==> config.mk <==
export PLATFORM = sky130hd
export DESIGN_NAME = sound_ch4_noise_gen
export DESIGN_NICKNAME = d
export VERILOG_FILES = /design/src/rtl/sound_pkg.sv /design/src/rtl/sound_noise_lfsr.sv /design/src/rtl/sound_ch4_noise_gen.sv
export SDC_FILE = /design/constraint.sdc
export NUM_CORES = 1
export LEC_CHECK = 0
export ABC_AREA = 1
export CORE_UTILIZATION = 45
export CTS_CLUSTER_SIZE = 40
export DETAILED_ROUTE_END_ITERATION = 10
export HOLD_SLACK_MARGIN = 0.05
export PLACE_DENSITY_LB_ADDON = 0.12
export SYNTH_ARGS = -nofsm -noshare
export SYNTH_HDL_FRONTEND = slang
export SYNTH_SLANG_ARGS = --single-unit
==> constraint.sdc <==
create_clock -name iClock -period 2.98 [get_ports iClock]
set_clock_uncertainty 0.15 [all_clocks]
set_input_delay 0.596 -clock iClock [delete_from_list [all_inputs] [get_ports iClock]]
set_output_delay 0.596 -clock iClock [all_outputs]
set_load 0.01 [all_outputs]
==> src/rtl/sound_pkg.sv <==
// Shared constants and helpers for the sound channels: divider base, envelope
// volume limits, LFSR freeze threshold and the default length-counter width.
package sound_pkg;

  localparam int         DIV_BASE_DEF  = 8;
  localparam int         LEN_WIDTH_DEF = 6;
  localparam logic [3:0] VOL_MIN       = 4'd0;
  localparam logic [3:0] VOL_MAX       = 4'd15;
  localparam logic [3:0] SHIFT_FREEZE  = 4'd14;

  // Unshifted divider length in clocks: base for code 0, otherwise 2*base*code.
  function automatic logic [31:0] divisorClocks(input logic [2:0] code, input int base);
    if (code == 3'd0) return 32'(base);
    return 32'(2 * base * int'(code));
  endfunction

endpackage

==> src/rtl/sound_noise_lfsr.sv <==
// Noise LFSR: XOR of the two low bits shifts in at the top, and in short mode
// it is also written into SHORT_TAP to give a 127-step sequence.
module sound_noise_lfsr #(
  parameter int LFSR_WIDTH = 15,
  parameter int SHORT_TAP  = 6
) (
  input  logic                  iClock,
  input  logic                  iReset,
  input  logic                  step,
  input  logic                  load_ones,
  input  logic                  short_mode,
  output logic [LFSR_WIDTH-1:0] lfsr_q
);

  logic                  fb;
  logic [LFSR_WIDTH-1:0] shifted;

  always_comb begin
    fb      = lfsr_q[0] ^ lfsr_q[1];
    shifted = {fb, lfsr_q[LFSR_WIDTH-1:1]};
    if (short_mode) shifted[SHORT_TAP] = fb;
  end

  always_ff @(posedge iClock or negedge iReset) begin
    if (!iReset)        lfsr_q <= '1;
    else if (load_ones) lfsr_q <= '1;
    else if (step)      lfsr_q <= shifted;
  end

endmodule

==> src/rtl/sound_ch4_noise_gen.sv <==
// Channel-4 noise generator: programmable divider clocking the noise LFSR,
// volume envelope, length counter and channel-active flag feeding the mixer.
module sound_ch4_noise_gen
  import sound_pkg::*;
#(
  parameter int LFSR_WIDTH  = 15,
  parameter int SHORT_TAP   = 6,
  parameter int DIV_BASE    = DIV_BASE_DEF,
  parameter int TIMER_WIDTH = 20,
  parameter int LEN_WIDTH   = LEN_WIDTH_DEF
) (
  input  logic                 iClock,
  input  logic                 iReset,
  input  logic                 iTrigger,
  input  logic [2:0]           iDivCode,
  input  logic [3:0]           iShift,
  input  logic                 iShortMode,
  input  logic [3:0]           iEnvInitial,
  input  logic                 iEnvIncrease,
  input  logic [2:0]           iEnvPeriod,
  input  logic [LEN_WIDTH-1:0] iLengthLoad,
  input  logic                 iLengthLoadStrobe,
  input  logic                 iLengthEnable,
  input  logic                 iLengthTick,
  input  logic                 iEnvTick,
  output logic [3:0]           oOut,
  output logic                 oActive
);

  localparam logic [LEN_WIDTH:0] LEN_MAX = {1'b1, {LEN_WIDTH{1'b0}}};
  localparam logic [LEN_WIDTH:0] LEN_ONE = {{LEN_WIDTH{1'b0}}, 1'b1};

  logic [LFSR_WIDTH-1:0]  lfsrQ;
  logic [TIMER_WIDTH-1:0] timer;
  logic [3:0]             volume;
  logic [2:0]             envCnt;
  logic [LEN_WIDTH:0]     lenCnt;
  logic                   active;

  logic [31:0]            periodFull;
  logic [TIMER_WIDTH-1:0] timerReload;
  logic                   frozen;
  logic                   lfsrStep;
  logic                   lfsrLoad;
  logic                   dacOff;
  logic [LEN_WIDTH:0]     lenLoaded;
  logic                   lenExpire;
  logic                   envTickEn;

  function automatic logic [3:0] volStep(input logic [3:0] v, input logic up);
    if (up) return (v == VOL_MAX) ? VOL_MAX : v + 4'd1;
    return (v == VOL_MIN) ? VOL_MIN : v - 4'd1;
  endfunction

  always_comb begin
    periodFull  = divisorClocks(iDivCode, DIV_BASE) << iShift;
    timerReload = TIMER_WIDTH'(periodFull - 32'd1);
    frozen      = (iShift >= SHIFT_FREEZE);
    lfsrStep    = !iTrigger && !frozen && (timer == '0);
    // An all-zero register would lock up; reseed it rather than stay silent.
    lfsrLoad    = iTrigger || (lfsrQ == '0);
    dacOff      = (iEnvInitial == 4'd0) && !iEnvIncrease;
    lenLoaded   = iLengthLoadStrobe ? (LEN_MAX - {1'b0, iLengthLoad}) : lenCnt;
    lenExpire   = !iTrigger && !iLengthLoadStrobe && iLengthTick && iLengthEnable &&
                  (lenCnt == LEN_ONE);
    envTickEn   = !iTrigger && iEnvTick && (iEnvPeriod != 3'd0) && active;
  end

  sound_noise_lfsr #(
    .LFSR_WIDTH (LFSR_WIDTH),
    .SHORT_TAP  (SHORT_TAP)
  ) uLfsr (
    .iClock     (iClock),
    .iReset     (iReset),
    .step       (lfsrStep),
    .load_ones  (lfsrLoad),
    .short_mode (iShortMode),
    .lfsr_q     (lfsrQ)
  );

  always_ff @(posedge iClock or negedge iReset) begin
    if (!iReset)                timer <= '0;
    else if (iTrigger)          timer <= timerReload;
    else if (!frozen) begin
      if (timer == '0)          timer <= timerReload;
      else                      timer <= timer - TIMER_WIDTH'(1);
    end
  end

  // The load is applied before the trigger's empty-counter check.
  always_ff @(posedge iClock or negedge iReset) begin
    if (!iReset)                lenCnt <= '0;
    else if (iTrigger)          lenCnt <= (lenLoaded == '0) ? LEN_MAX : lenLoaded;
    else if (iLengthLoadStrobe) lenCnt <= lenLoaded;
    else if (iLengthTick && iLengthEnable && (lenCnt != '0))
                                lenCnt <= lenCnt - LEN_ONE;
  end

  always_ff @(posedge iClock or negedge iReset) begin
    if (!iReset) begin
      volume <= VOL_MIN;
      envCnt <= 3'd0;
    end else if (iTrigger) begin
      volume <= iEnvInitial;
      envCnt <= iEnvPeriod;
    end else if (envTickEn) begin
      if (envCnt <= 3'd1) begin
        envCnt <= iEnvPeriod;
        volume <= volStep(volume, iEnvIncrease);
      end else begin
        envCnt <= envCnt - 3'd1;
      end
    end
  end

  always_ff @(posedge iClock or negedge iReset) begin
    if (!iReset)                 active <= 1'b0;
    else if (iTrigger)           active <= !dacOff;
    else if (dacOff || lenExpire) active <= 1'b0;
  end

  always_ff @(posedge iClock or negedge iReset) begin
    if (!iReset) oOut <= 4'd0;
    else         oOut <= (active && !lfsrQ[0]) ? volume : 4'd0;
  end

  assign oActive = active;

endmodule

==> results of run 1 <==
cell type report:
cell class	count	area (sq um)	area share [%]
inverter	83	311.5	6.690
clock buffer	6	93.84	2.015
sequential	54	1370	29.42
clock inverter	2	17.52	0.3761
timing repair buffer	44	407.9	8.759
tap	108	135.1	2.902
multi-input combinational	423	2321	49.84
cell usage after synthesis, types with 2 or more instances:
library cell / count
nand2_1: 114
inv_1: 75
nor2_1: 61
nand3_1: 53
dfrtp_1: 39
o21ai_0: 38
a22oi_1: 18
dfstp_2: 15
o211ai_1: 15
a21oi_1: 13
nand4_1: 13
ha_1: 12
nor3_1: 11
xor2_1: 11
nand3_2: 8
a31oi_1: 7
inv_2: 7
nand2_2: 6
nor2_2: 6
xnor2_1: 6
buf_2: 4
nor2_4: 4
nor3_2: 4
o21ai_1: 4
o311ai_0: 4
clkbuf_1: 3
nor4_1: 3
or2_2: 2
layout by cell type, fill, tap and decap left out, types with 2 or more instances in the layout:
master / synthesis / final
a21oi_1: 13 / 13
a22oi_1: 18 / 18
a31oi_1: 7 / 7
buf_4: 1 / 11
clkbuf_8: 0 / 5
clkdlybuf4s50_1: 0 / 32
dfrtp_1: 39 / 39
dfstp_2: 15 / 15
ha_1: 12 / 12
inv_1: 75 / 75
inv_2: 7 / 7
nand2_1: 114 / 114
nand2_2: 6 / 6
nand3_1: 53 / 53
nand3_2: 8 / 8
nand4_1: 13 / 13
nor2_1: 61 / 61
nor2_2: 6 / 6
nor2_4: 4 / 4
nor3_1: 11 / 11
nor3_2: 4 / 4
nor4_1: 3 / 3
o211ai_1: 15 / 15
o21ai_0: 38 / 38
o21ai_1: 4 / 4
o311ai_0: 4 / 4
or2_2: 2 / 2
xnor2_1: 6 / 6
xor2_1: 11 / 11
stage by stage:
| stage | hold slack, ns | util, % | instances |
|---|---|---|---|
| detailed placement | 0.3366 | 52.12 | 712 |
| finish | 0.2508 | 53.40 | 720 |
| CTS | 0.2858 | 53.40 | 720 |
| global placement | 0.3369 | 52.12 | 712 |
| global route | 0.3210 | 53.40 | 720 |
| floorplan | 0.1504 | - | 568 |
power groups by stage:
stage	Sequential (mW)	Clock, mW	Combinational (mW)
2_1_floorplan	0.932	0	0.506
3_3_place_gp	0.956	0	0.682
3_5_place_dp	0.958	0	0.695
4_1_cts	0.945	0.501	0.700
5_1_grt	0.966	0.525	0.804
6_report	0.948	0.486	0.698
registers in the layout, indices dropped and copies added (netlist names):
name          cells
oOut              4
envCnt            3
timer            20
lenCnt            7
uLfsr.lfsr_q     15
volume            4
oActive           1
final timing paths:
kind | from | to | slack (ns) | cells past startpoint
max | iShift[0] | timer[17] | 0.41 | 15
min | iReset | timer[2] | 0.25 | 2
max reg2reg | timer[0] | timer[18] | 0.68 | 10
min reg2reg | uLfsr.lfsr_q[5] | uLfsr.lfsr_q[4] | 0.35 | 2
max in group asynchronous | iReset | timer[13] | 1.97 | 2
min in group iClock | uLfsr.lfsr_q[5] | uLfsr.lfsr_q[4] | 0.35 | 2
routing by layer:
metal	track usage, %	wire [microns]	vias up
met5	0	0	-
met4	7.692	160	0
met3	3.396	267	14
met2	37.97	4945	72
met1	30.12	4794	1873
li1	-	-	1992
kinds of logic (layout without fill, tap and decap cells):
logic type	Yosys count	count (layout)	synth area share (%)
AND/OR/NAND/NOR	288	288	33.68
AO/OA/AOI/OAI	106	106	16.35
buffers and inverters	91	135	8.669
flip-flops	54	54	33.90
XOR/XNOR	17	17	3.684
adder cells (fa/ha/maj)	12	12	3.715
==> impl_metrics.json, run 1 <==
{
  "vias": 3951,
  "critPathKind": "in2reg",
  "rows": 34,
  "cts_sinks": 54,
  "sequentialPowerShare_pct": 44.5,
  "status": "completed",
  "clock.fmax_mhz": 389.2,
  "initial_core_util_pct": 46.34,
  "area_growth_syn_to_layout_pct": 15.23,
  "pre_cts_ws_ns": 0.06313,
  "grt_pass1_vias": 3878,
  "ys_async_sr_fraction_pct": 100.0,
  "synthCells": 568,
  "port_buffers": 33,
  "post_dp_cell_area_sq_um": 4546,
  "antenna_left": 0,
  "finalMaxSlewViolations": 0,
  "grt_max_degree": 55,
  "die_y_microns": 96.77,
  "cpLargestDelayFamily": "simple AND/OR/NAND/NOR gates",
  "syn_avg_cell_area_sq_um": 7.115,
  "finalSetupViolCount": 0,
  "p_sw_share_pct": 38.03,
  "overflow": 0,
  "rsz0062_at_grt": "false",
  "yosysWarningCount": 0,
  "ys_ff_latch": 54,
  "cts_root_buf": "clkbuf_8",
  "n_antenna_cell": 0,
  "hpwlAfterDp_mm": 7.775,
  "synth.distinct_cells": 40,
  "synthFlopType": "dfrtp_1",
  "vdd_drop_max_uv": 189.7,
  "p_per_area_nw_per_um2": 457.8,
  "p_sw_mw": 0.8108,
  "grt_pass1_wl_mm": 17.73,
  "path_cells": "clkdlybuf4s50_1 -> inv_2 -> nor2_1 -> nand2_1 -> nand2_1 -> nand3_1 -> ha_1 -> a21boi_1 -> nand2_2 -> nor2_4 -> nand2_2 -> o21ai_2 -> nand3_1 -> nand2_1 -> nand3_1",
  "stdcell_area_sq_um": 4657,
  "drive_above_1_share_pct": 12.25,
  "first_pass_iters": 4,
  "die_x_microns": 96.77,
  "synth_edf_count": 0,
  "min_path_type": "in2async",
  "via_per_inst": 5.488,
  "p_int_mw": 1.321,
  "finalCritPeriodShare_pct": 86.23,
  "pin_count": 34,
  "drt_iter0_drc": 205,
  "clk_pin_slew_worst_paths_ns": 0.10,
  "cp-end-kind": "register",
  "slowest_stage": "clkdlybuf4s50_1",
  "cts_setup_buffers": 0,
  "slew_headroom_pct": 53.54,
  "post_cts_resized": 0,
  "die_area_sq_um": 9363,
  "synth.net_count": 609,
  "worstPathMaxFanout": 5,
  "p_clk_share_pct": 22.8,
  "fin_crit_ns": 2.570,
  "max_cap_viol_count": 0,
  "hold_buffers": 0,
  "layout_setup_ws_ns": 0.4104,
  "critical_path_buf_inv_count": 2,
  "routabilityCongestion": 0.8673,
  "finalPower_mw": 2.132,
  "cp.arrival_ns": 2.62,
  "drc": 0,
  "cpPeakStageDelay_ns": 0.46,
  "cts_buffers": 5,
  "p_leak_nw": 2.210,
  "drt_wl_total_mm": 10.17,
  "wl_per_cell_microns": 14.12,
  "synth_top_area_share_pct": 24.15,
  "htreeDepth": 2,
  "hold_viol_final": 0,
  "coreArea_sq_um": 8721,
  "gr-usage-all-layers_pct": 22.74,
  "synth_area_leader_cell": "dfrtp_1",
  "clkLatencyLatePin_ns": 0.31,
  "syn_area_sq_um": 4041,
  "synth_area_leaders": "dfrtp_1 (24%), nand2_1 (11%), dfstp_2 (9.8%)",
  "cts_tree": "built",
  "antenna_found_initial": 0,
  "fillers": 879,
  "startpoint_type": "primary input",
  "cts_buffer_depth": 2,
  "fin_nets": 652,
  "pwr-share-comb_pct": 32.7,
  "critical_path_required_ns": 3.03,
  "worst_slew_pin_slew_ns": 0.6969,
  "ys_seq_area_share_pct": 33.90,
  "fin_setup_tns_ns": 0
}
No activity file was read; power rests on OpenSTA's default activity.
==> run 2: changes to the inputs <==
--- a/config.mk
+++ b/config.mk
@@ -6,11 +6,13 @@
 export NUM_CORES = 1
 export LEC_CHECK = 0
 export ABC_AREA = 1
+export CORE_ASPECT_RATIO = 0.7
 export CORE_UTILIZATION = 45
 export CTS_CLUSTER_SIZE = 40
 export DETAILED_ROUTE_END_ITERATION = 10
 export HOLD_SLACK_MARGIN = 0.05
 export PLACE_DENSITY_LB_ADDON = 0.12
+export SKIP_CTS_REPAIR_TIMING = 1
 export SYNTH_ARGS = -nofsm -noshare
 export SYNTH_HDL_FRONTEND = slang
 export SYNTH_SLANG_ARGS = --single-unit
==> run 2 against run 1 <==
Hold slack lost 0.14 ns. Wire length rose by 3.8%. First-iteration DRC count grew 52%. Utilization rose by 1.6 points. Setup slack got worse by 0.21 ns. Via count up 2.4%. Critical path depth decreased by 3. Critical path type unchanged. Count of clock-buffer cells in the layout fell by 1. Global-route usage is 1.3 points higher. Largest cell class unchanged. Flip-flop and latch count stayed put.
==> impl_metrics.json, run 2 (same netlist as run 1, synthesis figures left out) <==
{
  "status": "completed",
  "vdd_drop_max_uv": 241.9,
  "largest_reg_flops": 20,
  "largestRegisters": "timer: 20 flops, uLfsr.lfsr_q: 15 flops, lenCnt: 7 flops",
  "routabilityCongestion": 0.9252,
  "max_cap_viol_count": 0,
  "slowest_stage": "clkdlybuf4s50_1",
  "coreArea_sq_um": 8583,
  "grt_max_degree": 26,
  "antenna_left": 0,
  "worstPathMaxFanout": 5,
  "largest_register": "timer",
  "path_cells": "clkdlybuf4s50_1 -> nor2_1 -> nand2_1 -> nand2_1 -> nand3_1 -> ha_1 -> a21boi_1 -> nand2_2 -> nor2_4 -> nand2_2 -> o21ai_0 -> o211ai_1",
  "fin_nets": 653,
  "finalMaxSlewViolations": 0,
  "r2r_end": "uLfsr.lfsr_q[11]",
  "critical_path_buf_inv_count": 1,
  "die_y_microns": 81.29,
  "clock.fmax_mhz": 359.8,
  "final_cell_mix": "nand2_1 (114), inv_1 (75), nor2_1 (61), nand3_1 (53), dfrtp_1 (39)",
  "startpoint_type": "primary input",
  "fin_setup_tns_ns": 0,
  "pin_count": 34,
  "cp.arrival_ns": 2.80,
  "cts_root_buf": "clkbuf_16",
  "clk_pin_slew_worst_paths_ns": 0.07,
  "cts_tree": "built",
  "fin_crit_ns": 2.779,
  "pre_cts_ws_ns": -0.07422,
  "htreeDepth": 2,
  "final_common_cell": "nand2_1",
  "port_buffers": 33,
  "via_per_inst": 5.520,
  "drc": 0,
  "clkLatencyLatePin_ns": 0.31,
  "cts_buffer_depth": 2,
  "layout_setup_ws_ns": 0.2005,
  "min_path_type": "in2async",
  "n_antenna_cell": 0,
  "die_area_sq_um": 9370,
  "worstRegToRegCells": 7,
  "critical_path_required_ns": 3.00,
  "worst_slew_pin_slew_ns": 0.8717,
  "finalSetupViolCount": 0,
  "hold_viol_final": 0,
  "p_leak_nw": 2.232,
  "vias": 4046,
  "drive_above_1_share_pct": 12.40,
  "rows": 28,
  "p_per_area_nw_per_um2": 484.7,
  "rsz0062_at_grt": "false",
  "overflow": 0,
  "gr-usage-all-layers_pct": 24.09,
  "rrSetupSlack_ns": 0.55,
  "die_x_microns": 115.3,
  "drt_wl_total_mm": 10.55,
  "finalCritPeriodShare_pct": 93.27,
  "first_pass_iters": 5,
  "grt_pass1_vias": 3628,
  "critPathKind": "in2reg",
  "wl_per_cell_microns": 14.40,
  "initial_core_util_pct": 47.08,
  "antenna_found_initial": 0,
  "cts_buffers": 5,
  "cp-end-kind": "register",
  "grt_pass1_wl_mm": 17.57,
  "finalPower_mw": 2.287,
  "cpPeakStageDelay_ns": 0.50,
  "hpwlAfterDp_mm": 8.298,
  "reg2reg_from": "timer[0]",
  "drt_iter0_drc": 312,
  "area_growth_syn_to_layout_pct": 16.78,
  "cpLargestDelayFamily": "simple AND/OR/NAND/NOR gates",
  "cts_sinks": 54,
  "slew_headroom_pct": 41.57
}
-- run 2: cell count changes in the layout (fill, tap and decap cells not counted), sizes merged --
cell    delta
clkbuf     -1
inv        +1
buf        +1
-- run 2: cell type report --
cell class              count  area (sq um)
multi-input cells         423          2321
well taps                 120         150.1
inverters                  83         311.5
fillers                   841          3864
clock inverters             3         26.28
flip-flops and latches     54          1370
clock buffers               5         125.1
repair buffers             45         415.4
-- run 2: worst max path at each step --
stage,startpoint,cells after the start,slack (ns),endpoint
after floorplan,iDivCode[0],12,0.78,timer[11]
after global placement,iDivCode[0],12,0.02,timer[13]
after detailed placement,iDivCode[0],12,-0.07,timer[13]
after CTS,iDivCode[0],12,0.26,timer[13]
after global routing,iShift[0],12,0.06,timer[13]
final,iDivCode[0],12,0.20,timer[13]
-- run 2: worst reg2reg max path: stages, from the launching register on --
cell and delay (ns):
dfrtp_1 0.45, inv_1 0.14, ha_1 0.20, nand2_1 0.08, nor3_1 0.20, nand4_1 0.19, nor3_2 0.75, a22oi_1 0.16
-- run 2: power breakdown --
group | total (mW) | switching, mW | internal (mW)
Clock | 0.611 | 0.291 | 0.320
Sequential | 0.959 | 0.122 | 0.837
Combinational | 0.717 | 0.452 | 0.266
-- run 2: layer usage --
| layer | vias up | wire length (microns) | GRT usage (%) |
|---|---|---|---|
| li1 | 1991 | - | - |
| met1 | 1894 | 5625 | 37.32 |
| met2 | 152 | 4152 | 34.58 |
| met3 | 9 | 658 | 3.433 |
| met4 | 0 | 117 | 5.844 |
| met5 | - | 0 | 0 |
-- run 2: metrics by stage --
| step | hold WS, ns | cell area, sq um | cells | util [%] |
|---|---|---|---|---|
| final | 0.1136 | 4720 | 733 | 54.99 |
| after global placement | 0.3357 | 4568 | 725 | 53.22 |
| after CTS | 0.1347 | 4720 | 733 | 54.99 |
| after detailed placement | 0.3408 | 4568 | 725 | 53.22 |
| after floorplan | 0.1504 | 4041 | 568 | - |
| after global routing | 0.1544 | 4720 | 733 | 54.99 |
